--- src/rtl/uart_tx_param.sv ---
// Parametrised UART transmitter: input FIFO, runtime parity and stop-bit modes, back-to-back frames.
// Define UART_TX_BREAK_EN to add line-break generation driven by break_req.
module uart_tx_param #(
  parameter int CLK_FREQ   = 16000000,
  parameter int BAUD       = 9600,
  parameter int DATA_BITS  = 8,
  parameter int FIFO_DEPTH = 4
) (
  input  logic                          clk,
  input  logic                          rst,
  input  logic                          tx_start,
  input  logic [DATA_BITS-1:0]          to_tx,
  input  logic [1:0]                    parity_mode,
  input  logic                          two_stop,
  input  logic                          break_req,
  output logic                          tx_out,
  output logic                          busy,
  output logic                          full,
  output logic [$clog2(FIFO_DEPTH):0]   fifo_count
);
  localparam int DIV = (CLK_FREQ + BAUD/2) / BAUD;
  localparam int BW  = (DIV > 1) ? $clog2(DIV) : 1;
  localparam int AW  = $clog2(FIFO_DEPTH);
  localparam int CW  = AW + 1;
  localparam int NW  = (DATA_BITS > 1) ? $clog2(DATA_BITS) : 1;

  typedef enum logic [2:0] {
    S_IDLE, S_START, S_DATA, S_PARITY, S_STOP
`ifdef UART_TX_BREAK_EN
    , S_BREAK
`endif
  } state_t;

  state_t               state_q, state_d;
  logic [BW-1:0]        baud_cnt;
  logic [NW-1:0]        bit_cnt;
  logic [DATA_BITS-1:0] shreg;
  logic                 par_bit, par_en_q, two_stop_q;
  logic                 tick, hold_cnt, last_stop;

  logic [DATA_BITS-1:0] mem [FIFO_DEPTH];
  logic [AW-1:0]        wr_ptr, rd_ptr;
  logic [CW-1:0]        cnt_nxt;
  logic [DATA_BITS-1:0] head;
  logic                 push, pop;

  // full is registered, so a pop in the same cycle never opens room for a push
  assign push    = tx_start && !full;
  assign head    = mem[rd_ptr];
  assign cnt_nxt = fifo_count + CW'(push) - CW'(pop);

  always_ff @(posedge clk)
    if (push) mem[wr_ptr] <= to_tx;

  always_ff @(posedge clk) begin
    if (!rst) begin
      wr_ptr     <= '0;
      rd_ptr     <= '0;
      fifo_count <= '0;
      full       <= 1'b0;
    end else begin
      if (push) wr_ptr <= wr_ptr + 1'b1;
      if (pop)  rd_ptr <= rd_ptr + 1'b1;
      fifo_count <= cnt_nxt;
      full       <= (cnt_nxt == CW'(FIFO_DEPTH));
    end
  end

  assign tick      = (baud_cnt == BW'(DIV - 1));
  assign last_stop = (bit_cnt == NW'(two_stop_q));

`ifdef UART_TX_BREAK_EN
  logic mark_q;
  // while the line is held low the bit timer waits; it only runs for the trailing mark
  assign hold_cnt = (state_q == S_IDLE) || (state_q == S_BREAK && !mark_q);
`else
  logic unused_break;
  assign unused_break = break_req;
  assign hold_cnt     = (state_q == S_IDLE);
`endif

  always_comb begin
    state_d = state_q;
    pop     = 1'b0;
    unique case (state_q)
      S_IDLE: begin
`ifdef UART_TX_BREAK_EN
        if (break_req) state_d = S_BREAK;
        else
`endif
        if (fifo_count != '0) begin
          pop     = 1'b1;
          state_d = S_START;
        end
      end
      S_START:  if (tick) state_d = S_DATA;
      S_DATA:   if (tick && bit_cnt == NW'(DATA_BITS - 1))
                  state_d = par_en_q ? S_PARITY : S_STOP;
      S_PARITY: if (tick) state_d = S_STOP;
      S_STOP: begin
        // chain straight into the next start bit when more data is queued
        if (tick && last_stop) begin
          if (fifo_count != '0) begin
            pop     = 1'b1;
            state_d = S_START;
          end else begin
            state_d = S_IDLE;
          end
        end
      end
`ifdef UART_TX_BREAK_EN
      S_BREAK:  if (mark_q && tick) state_d = S_IDLE;
`endif
      default:  state_d = S_IDLE;
    endcase
  end

  always_ff @(posedge clk) begin
    if (!rst) begin
      state_q    <= S_IDLE;
      baud_cnt   <= '0;
      bit_cnt    <= '0;
      shreg      <= '0;
      par_bit    <= 1'b0;
      par_en_q   <= 1'b0;
      two_stop_q <= 1'b0;
    end else begin
      state_q <= state_d;
      if (state_d != state_q) begin
        baud_cnt <= '0;
        bit_cnt  <= '0;
      end else if (hold_cnt) begin
        baud_cnt <= '0;
      end else if (tick) begin
        baud_cnt <= '0;
        bit_cnt  <= bit_cnt + 1'b1;
        if (state_q == S_DATA) shreg <= shreg >> 1;
      end else begin
        baud_cnt <= baud_cnt + 1'b1;
      end
      // frame settings are captured once per frame at pop time
      if (pop) begin
        shreg      <= head;
        par_bit    <= (^head) ^ (parity_mode == 2'b10);
        par_en_q   <= (parity_mode == 2'b01) || (parity_mode == 2'b10);
        two_stop_q <= two_stop;
      end
    end
  end

`ifdef UART_TX_BREAK_EN
  always_ff @(posedge clk) begin
    if (!rst) mark_q <= 1'b0;
    else      mark_q <= (state_d == S_BREAK) && (mark_q || !break_req);
  end
`endif

  always_comb begin
    tx_out = 1'b1;
    unique case (state_q)
      S_START:  tx_out = 1'b0;
      S_DATA:   tx_out = shreg[0];
      S_PARITY: tx_out = par_bit;
`ifdef UART_TX_BREAK_EN
      S_BREAK:  tx_out = mark_q;
`endif
      default:  tx_out = 1'b1;
    endcase
  end

  assign busy = !(state_q == S_IDLE && fifo_count == '0);

endmodule

--- config.mk ---
export PLATFORM = sky130hd
export DESIGN_NAME = uart_tx_param
export DESIGN_NICKNAME = d
export VERILOG_FILES = /design/src/rtl/uart_tx_param.sv
export SDC_FILE = /design/constraint.sdc
export NUM_CORES = 1
export LEC_CHECK = 0
export CAP_MARGIN = 20
export CORE_MARGIN = 2
export CORE_UTILIZATION = 45
export DETAILED_ROUTE_END_ITERATION = 10
export SYNTH_ARGS = -nofsm -noshare
export SYNTH_HDL_FRONTEND = slang
export SYNTH_SLANG_ARGS = --single-unit
--- constraint.sdc ---
create_clock -name clk -period 7.8 [get_ports clk]
set_input_delay 1.56 -clock clk [delete_from_list [all_inputs] [get_ports clk]]
set_output_delay 1.56 -clock clk [all_outputs]
set_load 0.05 [all_outputs]
==> results.sh <==
export IMPL_status="completed"
export IMPL_die_area_mm2=0.00774
export IMPL_r2r_start="baud_cnt[1]$_SDFF_PP0_"
export IMPL_setup_viol=0
export IMPL_timing_rr_end="full$_SDFF_PN0_"
export IMPL_drv_slew=0
export IMPL_grt_pass1_wl_um=8720
export IMPL_utilization_pct=53.1
export IMPL_powerDensity_mw_per_mm2=330
export IMPL_worstSetupPathDepth=11
export IMPL_antenna_found_initial=0
export IMPL_leakagePower_nw=1.40
export IMPL_r2r_cells=14
export IMPL_ys_ff_latch=70
export IMPL_drt_initial_drc_count=105
export IMPL_diodes=0
export IMPL_synth_ff_type="dfxtp_1"
export IMPL_cts_setup_buffers=0
export IMPL_crit_chain="clkdlybuf4s50_1 -> nor2b_1 -> inv_1 -> ha_1 -> inv_1 -> ha_1 -> fa_1 -> xnor2_1 -> xnor2_1 -> and2_1 -> nor3b_1"
export IMPL_initial_utilization_pct=46.7
export IMPL_cpLargestDelayFamily="adder cells"
export IMPL_syn_inst=256
export IMPL_max_slew_margin_rel_pct=49.2
export IMPL_tritoncts="yes"
export IMPL_power_mw=1.19
export IMPL_hold_ws_ns=0.471
export IMPL_yosysWarnings=0
export IMPL_fmax_mhz=267
export IMPL_drv_cap=0
export IMPL_tightest_slew_ns=0.760
export IMPL_place_gp_congestion=0.736
export IMPL_drt_first_pass_iters=4
export IMPL_multi_input_area_mm2=0.00133
export IMPL_synth_cell_type_count=46
export IMPL_required_ns=8.06
export IMPL_grt_start_max_net_pins=24
export IMPL_postCtsResizedCells=0
export IMPL_critPathArrivalTime_ns=4.00
export IMPL_fillerInstances=617
export IMPL_fp_row_count=30
export IMPL_cts_buffer_depth=2
export IMPL_crit_path_start_kind="input pin"
export IMPL_cts_sinks=70
export IMPL_async_flop_share_pct=0
export IMPL_cts_buffers=9
export IMPL_startpoint="tx_start"
export IMPL_grt_setup_unrepaired="false"
export IMPL_first_global_vias=1749
export IMPL_root_buffer="clkbuf_8"
export IMPL_layout_drive_gt1_share_pct=11.5
export IMPL_synth_edf_count=32
export IMPL_wirelength_um=5270
export IMPL_fin_tns_setup_ns=0
export IMPL_core_mm2=0.00679
export IMPL_fin_skew_ns=0.00950
export IMPL_syn_nets=283
export IMPL_vias=1863
export IMPL_ys_seq_area_share_pct=54.2
export IMPL_endpoint="full$_SDFF_PN0_"
export IMPL_slowest_delay_ns=0.44
export IMPL_cp_max_fo=8
export IMPL_crit_path_end_kind="flip-flop"
export IMPL_syn_cell_area_mm2=0.00317
export IMPL_grt_overflow_total=0
export IMPL_hp_class="flip-flop to flip-flop"
export IMPL_nNetsFinal=301
export IMPL_grt_use_total_pct=15.1
export IMPL_die_w_um=88.0
export IMPL_clock_latency_ns=0.34
export IMPL_drc=0
export IMPL_area_delta_synth_final_pct=13.7
export IMPL_hpwl_um=3730
export IMPL_cpMaxStageDelayCell="clkdlybuf4s50_1"
export IMPL_path_clk_slew_ns=0.08
export IMPL_die_y_um=88.0
export IMPL_timing_hold_violations_final=0
export IMPL_ios=21
export IMPL_htreeDepth=3
export IMPL_hold_buffers=0
export IMPL_vdd_drop_max_uv=179
export IMPL_period_needed_ns=3.74
export IMPL_synth_area_per_cell_um2=12.4
export IMPL_r2r_setup_slack_ns=4.12
export IMPL_seq_area_mm2=0.00172
export IMPL_routed_via_density=4.97
export IMPL_ant_nets=0
export IMPL_drt_wirelength_per_cell_um=14.1
export IMPL_cp_num_buf_inv=3
export IMPL_fin_crit_sh_pct=48.0
export IMPL_portBuffers=19
export IMPL_path_class="input pin to flip-flop"
[how the worst min path moves through the flow]
stage / startpoint / end / slack (ns) / cells after the start
detailed placement: par_bit$_SDFFE_PN0P_ / par_bit$_SDFFE_PN0P_ / 0.46 / 2
finish: par_bit$_SDFFE_PN0P_ / par_bit$_SDFFE_PN0P_ / 0.47 / 2
CTS: par_bit$_SDFFE_PN0P_ / par_bit$_SDFFE_PN0P_ / 0.47 / 2
global route: par_bit$_SDFFE_PN0P_ / par_bit$_SDFFE_PN0P_ / 0.49 / 2
floorplan: par_bit$_SDFFE_PN0P_ / par_bit$_SDFFE_PN0P_ / 0.44 / 2
global placement: par_bit$_SDFFE_PN0P_ / par_bit$_SDFFE_PN0P_ / 0.46 / 2
[per-stage QoR]
stage	worst slack (ns)	instance area (um^2)	instances
final	4.06	3610	375
after global routing	3.75	3610	375
after detailed placement	3.71	3420	359
after CTS	4.06	3610	375
after floorplan	4.35	3170	256
after global placement	3.73	3420	359
[power by group]
part	internal [mW]	total [mW]	leakage, nW	switching, mW
combinational	0.199	0.424	0.700	0.226
clock	0.122	0.273	0.0927	0.151
sequential	0.450	0.493	0.604	0.0432
[flip-flops by register name, indices dropped and copies added (netlist names), named ones only]
register    flops
wr_ptr          2
full            1
state_q         3
par_en_q        1
fifo_count      3
mem            32
par_bit         1
shreg           8
bit_cnt         3
rd_ptr          2
baud_cnt       11
two_stop_q      1
[cell families (layout without fill, tap and decap cells)]
group,after synthesis,count (layout),share of synthesized area [%]
compound gates,25,25,6.46
xor+xnor,23,23,7.02
fa+ha+maj,12,12,4.97
buf+inv,27,50,3.86
flops,70,70,54.2
mux,17,17,8.87
simple gates,82,82,14.6
[Yosys cell counts, types with 7 or more instances]
cell,instances,area [um^2]
ha_1,11,138
dfxtp_1,38,761
nor2_1,11,41.3
inv_1,14,52.6
mux2i_1,9,90.1
xnor2_1,13,114
xor2_1,8,70.1
edfxtp_1,32,961
clkbuf_1,7,26.3
nand2_1,23,86.3
o211a_1,7,70.1
and2_1,11,68.8
[area by class of cell]
cell class	instances	share of cell area, %
Clock buffer	9	3.43
Clock inverter	7	1.73
Inverter	14	1.46
Multi-Input combinational cell	159	36.9
Sequential cell	70	47.7
Tap cell	96	3.33
Timing Repair Buffer	20	5.48
[layout by cell type (no fill, tap or decap), drive strengths merged]
cell type      count
a21oi              4
o2111ai            1
mux2i              9
clkbuf             9
dfxtp             38
xor2               8
mux4               8
nor4               8
xnor3              1
nor2              11
o211ai             1
nand4              4
a21o               1
nor2b              2
edfxtp            32
o21ai              4
a21boi             5
or4                1
and3               1
clkinv             2
and4b              2
nor3b              2
a221oi             1
inv               18
clkdlybuf4s50     19
or2                1
ha                11
nand2             23
buf                1
nor3               6
fa                 1
clkinvlp           1
nor4b              1
xnor2             14
a31o               1
o211a              7
nand3              6
or3                3
and2              11
[worst reg2reg max path: cells and delay by family, from the launching register on]
kind | cells | cell delay, ns
DFF | 1 | 0.41
and+or+nand+nor | 5 | 1.27
xor gates and xnor gates | 2 | 0.31
AOI/OAI and AO/OA | 1 | 0.33
adders and majority gates | 4 | 0.90
buffers and inverters | 2 | 0.39
[routing by layer]
layer	track usage (%)	share of wire, %	vias to the layer above
met5	0	0	-
met2	22.7	47	16
met4	7.13	1.5	0
li1	-	-	950
met3	3.58	2.4	9
met1	20.8	49	888
Power figures use the tool's default switching activity.
